--- config.mk ---
export PLATFORM = sky130hd
export DESIGN_NAME = cpu_reg_resp
export DESIGN_NICKNAME = d
export VERILOG_FILES = /design/src/rtl/cpu_reg_pkg.sv /design/src/rtl/cpu_reg_edge.sv /design/src/rtl/cpu_reg_resp.sv
export SDC_FILE = /design/constraint.sdc
export NUM_CORES = 1
export LEC_CHECK = 0
export CORE_MARGIN = 2
export CORE_UTILIZATION = 51
export CTS_CLUSTER_SIZE = 10
export DETAILED_ROUTE_END_ITERATION = 10
export GPL_TIMING_DRIVEN = 1
export PLACE_DENSITY_LB_ADDON = 0.25
export SLEW_MARGIN = 10
export SYNTH_ARGS = -nofsm -noshare
export SYNTH_HDL_FRONTEND = slang
export SYNTH_SLANG_ARGS = --single-unit
--- constraint.sdc ---
create_clock -name iclk -period 5.3 [get_ports iclk]
set_input_delay 1.06 -clock iclk [delete_from_list [all_inputs] [get_ports iclk]]
set_output_delay 1.06 -clock iclk [all_outputs]
set_load 0.005 [all_outputs]
--- src/rtl/cpu_reg_pkg.sv ---
// cpu_reg_pkg
//   Shared definitions for the CPU register-bank responder: register
//   offsets (relative to the block's base word address), the count of
//   fixed registers ahead of the scratch bank, and the default ID value.
package cpu_reg_pkg;

    localparam int REG_ID         = 0;
    localparam int REG_CTRL       = 1;
    localparam int REG_CMD        = 2;
    localparam int REG_STATUS     = 3;
    localparam int REG_IRQ_EN     = 4;
    localparam int REG_TICK       = 5;
    localparam int REG_SCRATCH0   = 6;

    // Registers that precede the scratch bank.
    localparam int NUM_FIXED_REGS = 6;

    localparam logic [31:0] DEFAULT_ID = 32'hC0DE_0001;

endpackage

--- src/rtl/cpu_reg_edge.sv ---
// cpu_reg_edge
//   Rising-edge detector. Keeps a registered copy of the input and flags
//   the cycle where the input is high but was low on the previous clock.
//   The delay register clears in reset, so an input already high when
//   reset releases is reported as an edge on the first cycle out of reset.
//
// Ports
//   iclk    in   clock
//   irst    in   synchronous reset, active-low
//   isig    in   level input
//   opulse  out  high for the first cycle isig is seen high (combinational)
module cpu_reg_edge (
    input  logic iclk,
    input  logic irst,
    input  logic isig,
    output logic opulse
);

    logic r_sig_q;

    always_ff @(posedge iclk) begin
        if (!irst) begin
            r_sig_q <= 1'b0;
        end else begin
            r_sig_q <= isig;
        end
    end

    assign opulse = isig & ~r_sig_q;

endmodule

--- src/rtl/cpu_reg_resp.sv ---
// cpu_reg_resp
//   Register-bank responder for the simulation CPU bus master. Decodes the
//   word address, commits one write per rising edge of iwr, returns
//   registered read data every cycle ird is high, drives the CTRL register
//   and a CMD start pulse, and collects sticky STATUS events into an IRQ.
//
//   Offset map: 0 ID (RO), 1 CTRL (RW), 2 CMD (WO, reads 0), 3 STATUS
//   (sticky, W1C), 4 IRQ_EN (RW), 5 TICK (free-running, write clears),
//   6..5+NUM_SCRATCH SCRATCH (RW).
//
// Ports
//   iclk         in   clock
//   irst         in   synchronous reset, active-low
//   iaddr        in   word address from master
//   idata        in   write data from master
//   iwr          in   write strobe (level, one commit per rising edge)
//   ird          in   read strobe (level, samples every cycle high)
//   odata        out  registered read data
//   ohit         out  registered: last sampled read address was mapped
//   octrl        out  CTRL register
//   ostart       out  one-cycle pulse on CMD write with bit0 set
//   istatus_set  in   per-bit sticky STATUS set pulses
//   oirq         out  registered OR of STATUS & IRQ_EN
module cpu_reg_resp
    import cpu_reg_pkg::*;
#(
    parameter int                    ADDR_WIDTH  = 16,
    parameter int                    DATA_WIDTH  = 32,
    parameter logic [ADDR_WIDTH-1:0] BASE_ADDR   = '0,
    parameter logic [31:0]           ID_VALUE    = DEFAULT_ID,
    parameter int                    NUM_SCRATCH = 4
) (
    input  logic                  iclk,
    input  logic                  irst,
    input  logic [ADDR_WIDTH-1:0] iaddr,
    input  logic [DATA_WIDTH-1:0] idata,
    input  logic                  iwr,
    input  logic                  ird,
    output logic [DATA_WIDTH-1:0] odata,
    output logic                  ohit,
    output logic [DATA_WIDTH-1:0] octrl,
    output logic                  ostart,
    input  logic [DATA_WIDTH-1:0] istatus_set,
    output logic                  oirq
);

    localparam int                    NUM_REGS = NUM_FIXED_REGS + NUM_SCRATCH;
    localparam logic [DATA_WIDTH-1:0] L_ID     = DATA_WIDTH'(ID_VALUE);

    logic [DATA_WIDTH-1:0] r_odata;
    logic                  r_ohit;
    logic [DATA_WIDTH-1:0] r_ctrl;
    logic                  r_ostart;
    logic [DATA_WIDTH-1:0] r_status;
    logic [DATA_WIDTH-1:0] r_irq_en;
    logic [DATA_WIDTH-1:0] r_tick;
    logic [DATA_WIDTH-1:0] r_scratch [NUM_SCRATCH];
    logic                  r_oirq;

    logic [ADDR_WIDTH-1:0] w_offset;
    logic                  w_hit;
    logic                  w_wr;
    logic                  w_wr_ctrl;
    logic                  w_wr_cmd;
    logic                  w_wr_status;
    logic                  w_wr_irq_en;
    logic                  w_wr_tick;
    logic [DATA_WIDTH-1:0] w_clr;
    logic [DATA_WIDTH-1:0] w_rdata;

    // Offset wraps for addresses below the base, so those land far above
    // the map and decode as unmapped.
    assign w_offset = iaddr - BASE_ADDR;
    assign w_hit    = (w_offset < ADDR_WIDTH'(NUM_REGS));

    cpu_reg_edge u_wr_edge (
        .iclk   (iclk),
        .irst   (irst),
        .isig   (iwr),
        .opulse (w_wr)
    );

    assign w_wr_ctrl   = w_wr && (w_offset == ADDR_WIDTH'(REG_CTRL));
    assign w_wr_cmd    = w_wr && (w_offset == ADDR_WIDTH'(REG_CMD));
    assign w_wr_status = w_wr && (w_offset == ADDR_WIDTH'(REG_STATUS));
    assign w_wr_irq_en = w_wr && (w_offset == ADDR_WIDTH'(REG_IRQ_EN));
    assign w_wr_tick   = w_wr && (w_offset == ADDR_WIDTH'(REG_TICK));
    assign w_clr       = w_wr_status ? idata : '0;

    // Read mux works off current register contents, so a read sampled on a
    // write-commit cycle returns the pre-write value.
    always_comb begin
        w_rdata = '0;
        if (w_hit) begin
            case (w_offset)
                ADDR_WIDTH'(REG_ID):     w_rdata = L_ID;
                ADDR_WIDTH'(REG_CTRL):   w_rdata = r_ctrl;
                ADDR_WIDTH'(REG_CMD):    w_rdata = '0;
                ADDR_WIDTH'(REG_STATUS): w_rdata = r_status;
                ADDR_WIDTH'(REG_IRQ_EN): w_rdata = r_irq_en;
                ADDR_WIDTH'(REG_TICK):   w_rdata = r_tick;
                default: begin
                    for (int i = 0; i < NUM_SCRATCH; i++) begin
                        if (w_offset == ADDR_WIDTH'(REG_SCRATCH0 + i)) begin
                            w_rdata = r_scratch[i];
                        end
                    end
                end
            endcase
        end
    end

    always_ff @(posedge iclk) begin
        if (!irst) begin
            r_odata  <= '0;
            r_ohit   <= 1'b0;
            r_ctrl   <= '0;
            r_ostart <= 1'b0;
            r_status <= '0;
            r_irq_en <= '0;
            r_tick   <= '0;
            r_oirq   <= 1'b0;
            for (int i = 0; i < NUM_SCRATCH; i++) begin
                r_scratch[i] <= '0;
            end
        end else begin
            if (ird) begin
                r_odata <= w_rdata;
                r_ohit  <= w_hit;
            end

            if (w_wr_ctrl) begin
                r_ctrl <= idata;
            end
            if (w_wr_irq_en) begin
                r_irq_en <= idata;
            end
            for (int i = 0; i < NUM_SCRATCH; i++) begin
                if (w_wr && (w_offset == ADDR_WIDTH'(REG_SCRATCH0 + i))) begin
                    r_scratch[i] <= idata;
                end
            end

            r_ostart <= w_wr_cmd & idata[0];

            // Set is OR'd in after the clear mask, so set wins on a bit.
            r_status <= (r_status & ~w_clr) | istatus_set;

            r_tick   <= w_wr_tick ? '0 : r_tick + DATA_WIDTH'(1);

            r_oirq   <= |(r_status & r_irq_en);
        end
    end

    assign odata  = r_odata;
    assign ohit   = r_ohit;
    assign octrl  = r_ctrl;
    assign ostart = r_ostart;
    assign oirq   = r_oirq;

endmodule

==> impl_metrics.tcl <==
set metrics [dict create \
    status "completed" \
    grt_max_degree 77 \
    cts_buffers 35 \
    ys.flop_type "dfxtp_1" \
    maxCapViolCount 0 \
    synth-seq-area-share_pct 53.94 \
    p_seq_share_pct 50.1 \
    grt_setup_unrepaired "no" \
    drc 0 \
    r2r_cells 5 \
    finalPower_uw 4833 \
    cp-end-kind "flip-flop" \
    wirelength_um 40210 \
    cts_root_buffer "clkbuf_16" \
    dieWidth_um 165.0 \
    synth.avg_cell_area_um2 10.48 \
    dieArea_um2 27210 \
    p_sw_uw 1053 \
    internal_power_uw 3780 \
    grt_pass1_wl_um 60240 \
    gp_congestion 0.9644 \
    start_util_pct 52.17 \
    hold_path_depth 2 \
    core_area_um2 25330 \
    final_cell_mix "nand2_1, dfxtp_1, clkdlybuf4s50_1, edfxtp_1, and2_1" \
    max-clock-path-buffers 3 \
    fmax_ghz 0.2671 \
    synthArstFlopShare_pct 0 \
    nNetsFinal 1464 \
    fin_crit_sh_pct 70.64 \
    drv_slew 0 \
    synth-edff-count 128 \
    pwr-share-comb_pct 5.6 \
    gr-total-overflow 0 \
    ir_drop_uv 208.0 \
    vias 10420 \
    cts_setup_buffers 0 \
    fin_crit_ps 3744 \
    hp-class "reg2reg" \
    place_hpwl_um 27470 \
    ys_seq_elements 292 \
    io_pins 151 \
    yosys_warnings 0 \
    clk_latency_ps 510 \
    cts.htree.levels 2 \
    setup_tns_ps 0 \
    cellLeakagePower_uw 0.005668 \
    first_pass_iters 8 \
    powerDensity_nw_per_um2 302.3 \
    hold_buffers 0 \
    layout_commonest_cell "nand2_1" \
    antennaDiodeCount 0 \
    critPathKind "in2reg" \
    grt_pass1_vias 10120 \
    synthDistinctLibCells 58 \
    die-height_um 165.0 \
    setup_viol 0 \
    antenna_found_initial 3 \
    clock-sinks 292 \
    syn2layout_area_growth_pct 20.99 \
    cts_resized 0 \
    synthCells 1261 \
    fin_hold_ws_ps 474.4 \
    switching_share_pct 21.79 \
    drt_iter0_markers 1220 \
    avgViaCountPerCell 6.034 \
    path_clk_slew_ps 50 \
    cts_tree "built" \
    layout-drive-gt1-share_pct 9.091 \
    crit_fanout 19 \
    synth_area_um2 13210 \
    cp.arrival_ps 4170 \
    critPathLaunchType "input pin" \
    postRouteAntennaNets 0 \
    wl_per_cell_um 23.28 \
    max_slew.worst_pin.slew_ps 1188 \
    synthesis.nets 1346 \
    crit_required_ps 5720 \
    fp-row-count 58 \
    p_clk_share_pct 44.3 \
    fin_skew_ps 10.97 \
    portBuffers 150 \
    finalHoldViolCount 0 \
    track_usage_pct 29.83 \
    slew_headroom_pct 20.20 \
]
-- per-layer routing --
layer	share of wire [%]	track usage, %	routed length, um
met5	0	0	0
met4	2.6	9.051	1032
met3	11	6.655	4279
met2	46	46.82	18350
met1	41	41.43	16540
-- worst paths after layout --
path,start,endpoint,slack (ps)
setup / recovery,iaddr[8],odata[22],1560
hold / removal,octrl[2],octrl[2],470
setup reg to reg,r_tick[7],r_tick[17],3080
hold reg to reg,octrl[2],octrl[2],470
-- metrics by stage --
step / setup WS, ps / util [%] / std cells / cell area [um^2]
after floorplan: -0.1452 / - / 1261 / 13210
after global placement: 1110 / 59.19 / 1672 / 14990
after detailed placement: 1130 / 59.19 / 1672 / 14990
after CTS: 1636 / 63.12 / 1727 / 15990
after global routing: 1475 / 63.12 / 1727 / 15990
final: 1556 / 63.12 / 1727 / 15990
-- critical path: stages --
cell,delay [ps]
clkdlybuf4s50_1,410
or4_1,670
or3_1,600
nor3_4,910
a222oi_1,290
a31oi_1,220
-- synthesized netlist by cell type (all sizes together) (3+ instances only) --
master    n  area (um^2)
nand4    16        100.1
clkbuf   73        275.3
o22a      8        70.07
dfxtp   164         3283
a31oi     8        50.05
nor2     58        217.7
mux2i    44        440.4
o22ai    24        150.1
and2    127        794.5
o21ai    47        235.2
a21boi  105        788.3
nor3     10        61.31
a22o     17        148.9
edfxtp  128         3844
mux2     40        450.4
a221oi    4        35.03
inv       4        15.01
a221o     3        30.03
buf      22        125.1
nor4      9        62.56
xnor2    12        105.1
and3      6        37.54
and4      4        35.03
or3       3        23.77
nand3    19        100.1
a32oi    20        175.2
nand2   167        626.9
xor2     18        157.7
nor2b     5        31.28
a222oi    9        90.09
nand2b    3        18.77
or4       5        37.54
o21a     32        240.2
a21oi    14        70.07
a22oi    17        127.6
-- kinds of logic after synthesis --
| group | after synthesis | share of synthesized area (%) |
|---|---|---|
| AOI/OAI and AO/OA | 312 | 17.02 |
| muxes | 84 | 6.742 |
| adders and majority gates | 1 | 0.09468 |
| buffers and inverters | 99 | 3.144 |
| xor gates and xnor gates | 30 | 1.989 |
| and+or+nand+nor | 443 | 17.07 |
| DFF | 292 | 53.94 |
-- state kept, by name (all words and copies together) (netlist names) --
register / cells
r_irq_en: 32
octrl: 32
odata: 32
r_scratch: 128
oirq: 1
u_wr_edge.r_sig_q: 1
ohit: 1
ostart: 1
r_status: 32
r_tick: 32
-- final cells by class --
class                   count  area, um^2
fillers                  2065        9340
repair buffers            176        1717
clock buffers              54       989.7
well taps                 330       412.9
flip-flops and latches    292        7127
inverters                   4       15.01
clock inverters             1       5.005
multi-input cells         870        5720
-- power by group through the flow --
stage | Clock (uW) | Combinational [uW] | Sequential, uW
after floorplan | 0 | 128 | 2450
after global placement | 0 | 263 | 2470
after detailed placement | 0 | 268 | 2470
after CTS | 2160 | 268 | 2420
after global routing | 2250 | 286 | 2420
final | 2140 | 272 | 2420
No activity file was read; power rests on OpenSTA's default activity.
